[config.mk]
export PLATFORM = sky130hd
export DESIGN_NAME = seq_div32_16
export DESIGN_NICKNAME = d
export VERILOG_FILES = /design/src/rtl/arith_pkg.sv /design/src/rtl/CLA_16_bit.sv /design/src/rtl/seq_div32_16.sv
export SDC_FILE = /design/constraint.sdc
export NUM_CORES = 1
export LEC_CHECK = 0
export CAP_MARGIN = 20
export CORE_UTILIZATION = 58
export DETAILED_ROUTE_END_ITERATION = 10
export PLACE_DENSITY = 0.89
export SLEW_MARGIN = 20
export SYNTH_ARGS = -nofsm -noshare
export SYNTH_HDL_FRONTEND = slang
export SYNTH_HIERARCHICAL = 1
export SYNTH_SLANG_ARGS = --single-unit
[constraint.sdc]
create_clock -name clk -period 8.53 [get_ports clk]
set_clock_uncertainty 0.2 [all_clocks]
set_input_delay 1.2795 -clock clk [delete_from_list [all_inputs] [get_ports clk]]
set_output_delay 1.2795 -clock clk [all_outputs]
set_load 0.05 [all_outputs]
[src/rtl/arith_pkg.sv]
// Shared arithmetic-unit definitions: divider state encoding, iteration count, error codes.
// Latency: n/a (types and constants only).
// Backpressure: n/a.
package arith_pkg;

  // Divider FSM encoding
  typedef enum logic [1:0] {
    DIV_IDLE = 2'd0,
    DIV_CALC = 2'd1,
    DIV_DONE = 2'd2
  } div_state_t;

  // One quotient bit is produced per CALC cycle
  localparam int unsigned DIV_ITER = 16;

  // Index of the final CALC iteration, sized to the iteration counter
  localparam logic [3:0] DIV_LAST_ITER = 4'(DIV_ITER - 1);

  // Result presented for divide-by-zero and quotient overflow
  localparam logic [15:0] DIV_ERR_Q = 16'hFFFF;
  localparam logic [15:0] DIV_ERR_R = 16'h0000;

endpackage

[src/rtl/CLA_16_bit.sv]
// 16-bit carry-lookahead adder: four 4-bit lookahead groups with a second lookahead level.
// Latency: purely combinational.
// Backpressure: none.
module CLA_16_bit (
  input  logic [15:0] A,
  input  logic [15:0] B,
  input  logic        C_in,
  output logic [15:0] Sum,
  output logic        C_out
);

  logic [15:0] g;
  logic [15:0] p;
  logic [15:0] c;
  logic [3:0]  grp_g;
  logic [3:0]  grp_p;
  logic        cg1;
  logic        cg2;
  logic        cg3;
  logic        cg4;
  logic [3:0]  grp_cin;

  assign g = A & B;
  assign p = A ^ B;

  // Second-level lookahead: every group carry is a direct function of C_in,
  // so no carry ripples between groups.
  assign cg1 = grp_g[0] | (grp_p[0] & C_in);
  assign cg2 = grp_g[1] | (grp_p[1] & grp_g[0]) | (grp_p[1] & grp_p[0] & C_in);
  assign cg3 = grp_g[2] | (grp_p[2] & grp_g[1]) | (grp_p[2] & grp_p[1] & grp_g[0])
             | (grp_p[2] & grp_p[1] & grp_p[0] & C_in);
  assign cg4 = grp_g[3] | (grp_p[3] & grp_g[2]) | (grp_p[3] & grp_p[2] & grp_g[1])
             | (grp_p[3] & grp_p[2] & grp_p[1] & grp_g[0])
             | (grp_p[3] & grp_p[2] & grp_p[1] & grp_p[0] & C_in);

  assign grp_cin = {cg3, cg2, cg1, C_in};
  assign C_out   = cg4;

  for (genvar j = 0; j < 4; j++) begin : g_grp
    localparam int B0 = 4 * j;
    logic ci;

    assign ci = grp_cin[j];

    // Group generate / propagate for the upper lookahead level
    assign grp_g[j] = g[B0+3] | (p[B0+3] & g[B0+2]) | (p[B0+3] & p[B0+2] & g[B0+1])
                    | (p[B0+3] & p[B0+2] & p[B0+1] & g[B0]);
    assign grp_p[j] = p[B0+3] & p[B0+2] & p[B0+1] & p[B0];

    // In-group carries expanded from the group carry-in
    assign c[B0]   = ci;
    assign c[B0+1] = g[B0] | (p[B0] & ci);
    assign c[B0+2] = g[B0+1] | (p[B0+1] & g[B0]) | (p[B0+1] & p[B0] & ci);
    assign c[B0+3] = g[B0+2] | (p[B0+2] & g[B0+1]) | (p[B0+2] & p[B0+1] & g[B0])
                   | (p[B0+2] & p[B0+1] & p[B0] & ci);
  end

  assign Sum = p ^ c;

endmodule

[src/rtl/seq_div32_16.sv]
// Iterative restoring divider, 32-bit dividend / 16-bit divisor, one quotient bit per clock.
// Latency: 16 cycles from the accepting edge to done; 1 cycle for divide-by-zero/overflow.
// Backpressure: start is ignored while busy; a start in the done cycle is accepted.
module seq_div32_16 (
  input  logic        clk,
  input  logic        rst_n,
  input  logic        start,
  input  logic [31:0] Dividend,
  input  logic [15:0] Divisor,
  output logic        busy,
  output logic        done,
  output logic [15:0] Quotient,
  output logic [15:0] Remainder,
  output logic        div_zero,
  output logic        overflow
);

  import arith_pkg::*;

  div_state_t  state;
  div_state_t  state_nxt;

  // Partial remainder is always below the divisor between iterations, so only
  // its 16 low bits are stored; bit 16 exists only in the shifted value.
  logic [15:0] rem;
  logic [15:0] dvd_lo;     // unconsumed low dividend bits, MSB next
  logic [15:0] dvsr;
  logic [15:0] q_acc;
  logic [3:0]  iter_cnt;
  logic        pend_zero;
  logic        pend_ovf;

  logic        accept;
  logic        in_calc;
  logic        pend_err;
  logic        last_iter;
  logic        in_zero;
  logic        in_ovf;

  logic [16:0] rem_shift;
  logic [15:0] trial_lo;
  logic        trial_cout;
  logic        trial_ok;
  logic [15:0] rem_next;
  logic [15:0] q_next;

  // Request qualification and error classification of the incoming operands
  assign accept    = start && (state != DIV_CALC);
  assign in_calc   = (state == DIV_CALC);
  assign pend_err  = pend_zero | pend_ovf;
  assign last_iter = (iter_cnt == DIV_LAST_ITER);
  assign in_zero   = (Divisor == 16'h0000);
  assign in_ovf    = !in_zero && (Dividend[31:16] >= Divisor);

  // Trial subtraction rem_shift - divisor: low 16 bits as A + ~B + 1,
  // non-negative when the shifted-out bit or the carry is set.
  assign rem_shift = {rem, dvd_lo[15]};

  CLA_16_bit u_trial (
    .A     (rem_shift[15:0]),
    .B     (~dvsr),
    .C_in  (1'b1),
    .Sum   (trial_lo),
    .C_out (trial_cout)
  );

  assign trial_ok = rem_shift[16] | trial_cout;
  assign rem_next = trial_ok ? trial_lo : rem_shift[15:0];
  assign q_next   = {q_acc[14:0], trial_ok};

  // State register
  always_ff @(posedge clk or negedge rst_n) begin
    if (!rst_n) begin
      state <= DIV_IDLE;
    end else begin
      state <= state_nxt;
    end
  end

  // Next-state: errors spend a single CALC cycle, normal operands run 16
  always_comb begin
    state_nxt = state;
    case (state)
      DIV_IDLE: if (accept) state_nxt = DIV_CALC;
      DIV_CALC: if (pend_err || last_iter) state_nxt = DIV_DONE;
      DIV_DONE: state_nxt = accept ? DIV_CALC : DIV_IDLE;
      default:  state_nxt = DIV_IDLE;
    endcase
  end

  // Status outputs decoded from the registered state only
  always_comb begin
    busy = 1'b0;
    done = 1'b0;
    case (state)
      DIV_CALC: busy = 1'b1;
      DIV_DONE: done = 1'b1;
      default: begin
        busy = 1'b0;
        done = 1'b0;
      end
    endcase
  end

  // Working registers: load on acceptance, one shift/subtract step per CALC cycle
  always_ff @(posedge clk or negedge rst_n) begin
    if (!rst_n) begin
      rem       <= '0;
      dvd_lo    <= '0;
      dvsr      <= '0;
      q_acc     <= '0;
      iter_cnt  <= '0;
      pend_zero <= 1'b0;
      pend_ovf  <= 1'b0;
    end else if (accept) begin
      rem       <= Dividend[31:16];
      dvd_lo    <= Dividend[15:0];
      dvsr      <= Divisor;
      q_acc     <= '0;
      iter_cnt  <= '0;
      pend_zero <= in_zero;
      pend_ovf  <= in_ovf;
    end else if (in_calc && !pend_err) begin
      rem      <= rem_next;
      q_acc    <= q_next;
      dvd_lo   <= {dvd_lo[14:0], 1'b0};
      iter_cnt <= iter_cnt + 4'd1;
    end
  end

  // Visible results change only on the edge that enters DONE, so earlier
  // results stay put and no partial quotient is ever exposed.
  always_ff @(posedge clk or negedge rst_n) begin
    if (!rst_n) begin
      Quotient  <= '0;
      Remainder <= '0;
      div_zero  <= 1'b0;
      overflow  <= 1'b0;
    end else if (in_calc) begin
      if (pend_err) begin
        Quotient  <= DIV_ERR_Q;
        Remainder <= DIV_ERR_R;
        div_zero  <= pend_zero;
        overflow  <= pend_ovf;
      end else if (last_iter) begin
        Quotient  <= q_next;
        Remainder <= rem_next;
        div_zero  <= 1'b0;
        overflow  <= 1'b0;
      end
    end
  end

endmodule

==> impl_metrics.env <==
export IMPL_worst_path_max_delay_cell="nor2_4"
export IMPL_final_hold_viol_count=0
export IMPL_netlist_area_mm2=0.00538
export IMPL_synth_enable_flop_cells=0
export IMPL_fin_setup_tns_ps=0
export IMPL_crit_buf_inv=0
export IMPL_fp_coreArea_mm2=0.00885
export IMPL_synth_most_common_cell="dfrtp_1"
export IMPL_async_flop_share=1.00
export IMPL_wl_per_cell_um=18.7
export IMPL_worstPathRequired_ps=8600
export IMPL_worst_skew_pair_late_latency_ps=380
export IMPL_min_from="overflow"
export IMPL_setup_violations=0
export IMPL_seq_power_share=0.309
export IMPL_first_pass_iters=7
export IMPL_cts_tree="yes"
export IMPL_arrival_ps=3750
export IMPL_numCtsBuffers=9
export IMPL_yosys_top_cells_count="105 x dfrtp_1, 92 x nand2_1, 41 x inv_1"
export IMPL_ys_flop_type="dfrtp_1"
export IMPL_cts_buffer_depth=2
export IMPL_swShare=0.462
export IMPL_maxSlewViolCount=0
export IMPL_grt_usage=0.297
export IMPL_post_cts_resized=0
export IMPL_nFillCells=623
export IMPL_finalPower_w=0.00235
export IMPL_syn_area_per_cell_um2=10.1
export IMPL_viasPerCell=6.23
export IMPL_synth_cells=535
export IMPL_die_height_um=98.3
export IMPL_fin_nets=702
export IMPL_peakVddDrop_v=0.000202
export IMPL_antenna_cells=0
export IMPL_rr_startpoint="rem[4]"
export IMPL_htree_levels=3
export IMPL_slew_headroom=0.321
export IMPL_synth_top_area_cell="dfrtp_1"
export IMPL_worstMarginPinSlew_ps=1020
export IMPL_final_antenna_net_count=0
export IMPL_post_dp_hpwl_um=9300
export IMPL_rows=34
export IMPL_clk_pin_slew_ps=120
export IMPL_cts_hold_buf=0
export IMPL_postCtsSetupRepairBufs=0
export IMPL_drc=0
export IMPL_syn_to_final_growth_pct=21.8
export IMPL_die_area_mm2=0.00966
export IMPL_path_cells="ha_1 > a21oi_1 > o21ai_0 > a221o_1 > o21a_1 > a31o_1 > nor2_4 > mux2i_1 > nor2_1 > a221o_1"
export IMPL_initial_utilization=0.608
export IMPL_combPwrFrac=0.553
export IMPL_portBuffers=86
export IMPL_drv_cap=0
export IMPL_first_iter_violations=369
export IMPL_p_sw_w=0.00109
export IMPL_crit_path_frequent_cell="a221o_1"
export IMPL_cts_root_buf="clkbuf_8"
export IMPL_ys_seq_area_frac=0.489
export IMPL_p_int_w=0.00127
export IMPL_period_share=0.432
export IMPL_overflow=0
export IMPL_ys_ff_latch=105
export IMPL_fmax_mhz=272
export IMPL_grt_max_degree=71
export IMPL_worst_hold_path_type="reg -> reg"
export IMPL_clkPwrFrac=0.138
export IMPL_critPathMaxFanout=17
export IMPL_synth_area_leaders="dfrtp_1 49%, ha_1 7.7%, nand2_1 6.4%"
export IMPL_status="finished, final reports clean"
export IMPL_grt_pass1_wl_um=22300
export IMPL_rsz0062_at_grt="false"
export IMPL_drive_gt1_frac=0.0517
export IMPL_cp_slowest_stage_delay_ps=580
export IMPL_antenna_found_initial=0
export IMPL_synth_top_area_frac=0.489
export IMPL_layout_min_cycle_time_ps=3680
export IMPL_critPathLaunchType="register"
export IMPL_critPathCaptureType="register"
export IMPL_final_util=0.740
export IMPL_via_count=4527
export IMPL_ys_types=56
export IMPL_startpoint="rem[4]"
export IMPL_cellLeakagePower_nw=3.03
export IMPL_ios=87
export IMPL_cts_sinks=105
export IMPL_die_width_um=98.3
export IMPL_synthesis_yosys_warnings=6
export IMPL_worst_setup_path_type="reg -> reg"
export IMPL_power_density_mw_per_mm2=360
export IMPL_routabilityCongestion=0.911
export IMPL_grt_pass1_vias=4579
export IMPL_crit_family="compound AO/OA/AOI/OAI gates"
export IMPL_finalWirelength_um=13600
worst reg2reg max path, stage by stage (launching register included):
cell,delay [ps]
dfrtp_1,420
ha_1,390
a21oi_1,190
o21ai_0,200
a221o_1,420
o21a_1,210
a31o_1,260
nor2_4,580
mux2i_1,330
nor2_1,70
a221o_1,290
area by class of cell:
| cell class | instances | area, µm² | area share |
|---|---|---|---|
| Clock buffer | 9 | 124 | 0.0189 |
| Clock inverter | 7 | 93.8 | 0.0143 |
| Inverter | 42 | 158 | 0.0241 |
| Multi-Input combinational cell | 366 | 2520 | 0.385 |
| Sequential cell | 105 | 2630 | 0.401 |
| Tap cell | 108 | 135 | 0.0206 |
| Timing Repair Buffer | 90 | 888 | 0.136 |
kinds of logic (layout without fill, tap and decap cells):
kind of cell    count (synthesis)  count (layout)  synth area share
xor+xnor                       10              10            0.0163
fa+ha+maj                      37              37            0.0917
compound gates                146             146             0.198
other cells                     1               2          0.000697
buf+inv                        65             148            0.0482
flops                         105             105             0.489
mux                            16              16            0.0298
simple gates                  155             155             0.127
stage by stage:
stage / hold slack, ps / instance area (µm²) / setup WS, ps / cells
2_1_floorplan: 246 / 5380 / 5170 / 536
3_3_place_gp: 261 / 6320 / 4770 / 711
3_5_place_dp: 262 / 6320 / 4610 / 711
4_1_cts: 290 / 6540 / 4540 / 727
5_1_grt: 318 / 6550 / 4610 / 727
6_report: 283 / 6550 / 4850 / 727
per-layer routing:
layer | track usage | up-vias | share of wire
li1 | - | 2051 | -
met1 | 0.379 | 2220 | 0.41
met2 | 0.490 | 215 | 0.49
met3 | 0.0687 | 41 | 0.072
met4 | 0.124 | 0 | 0.028
met5 | 0 | - | 0
placed cells by master (no fill, tap or decap), types with 5 or more instances in the layout:
cell	n
a21oi_1	15
a221o_1	15
a22o_1	15
a22oi_1	16
buf_4	5
clkbuf_8	9
clkdlybuf4s50_1	85
dfrtp_1	105
ha_1	33
inv_1	41
mux2i_1	16
nand2_1	91
nand4_1	5
nor2_1	28
nor3_1	5
o21ai_0	38
o22a_1	15
xor2_1	6
state kept, by name (all words and copies together) (netlist names):
name	count
Quotient	16
Remainder	16
dvd_lo	16
dvsr	16
rem	16
q_acc	15
iter_cnt	4
state	2
div_zero	1
overflow	1
pend_ovf	1
pend_zero	1
final timing paths:
check / endpoint / slack (ps) / cells after the start
min: overflow / 280 / 2
max: rem[12] / 4850 / 10
min reg2reg: overflow / 280 / 2
max in group asynchronous: dvd_lo[10] / 6290 / 2
max reg2reg: rem[12] / 4850 / 10
min in group asynchronous: rem[13] / 630 / 1
power by group through the flow:
stage          sequential (W)  clock [W]  combinational, W
6_report             0.000727   0.000326           0.00130
5_1_grt              0.000741   0.000350           0.00143
2_1_floorplan        0.000714          0          0.000950
3_5_place_dp         0.000731          0           0.00125
3_3_place_gp         0.000724          0           0.00117
4_1_cts              0.000724   0.000332           0.00127
No activity file was read; power rests on OpenSTA's default activity.
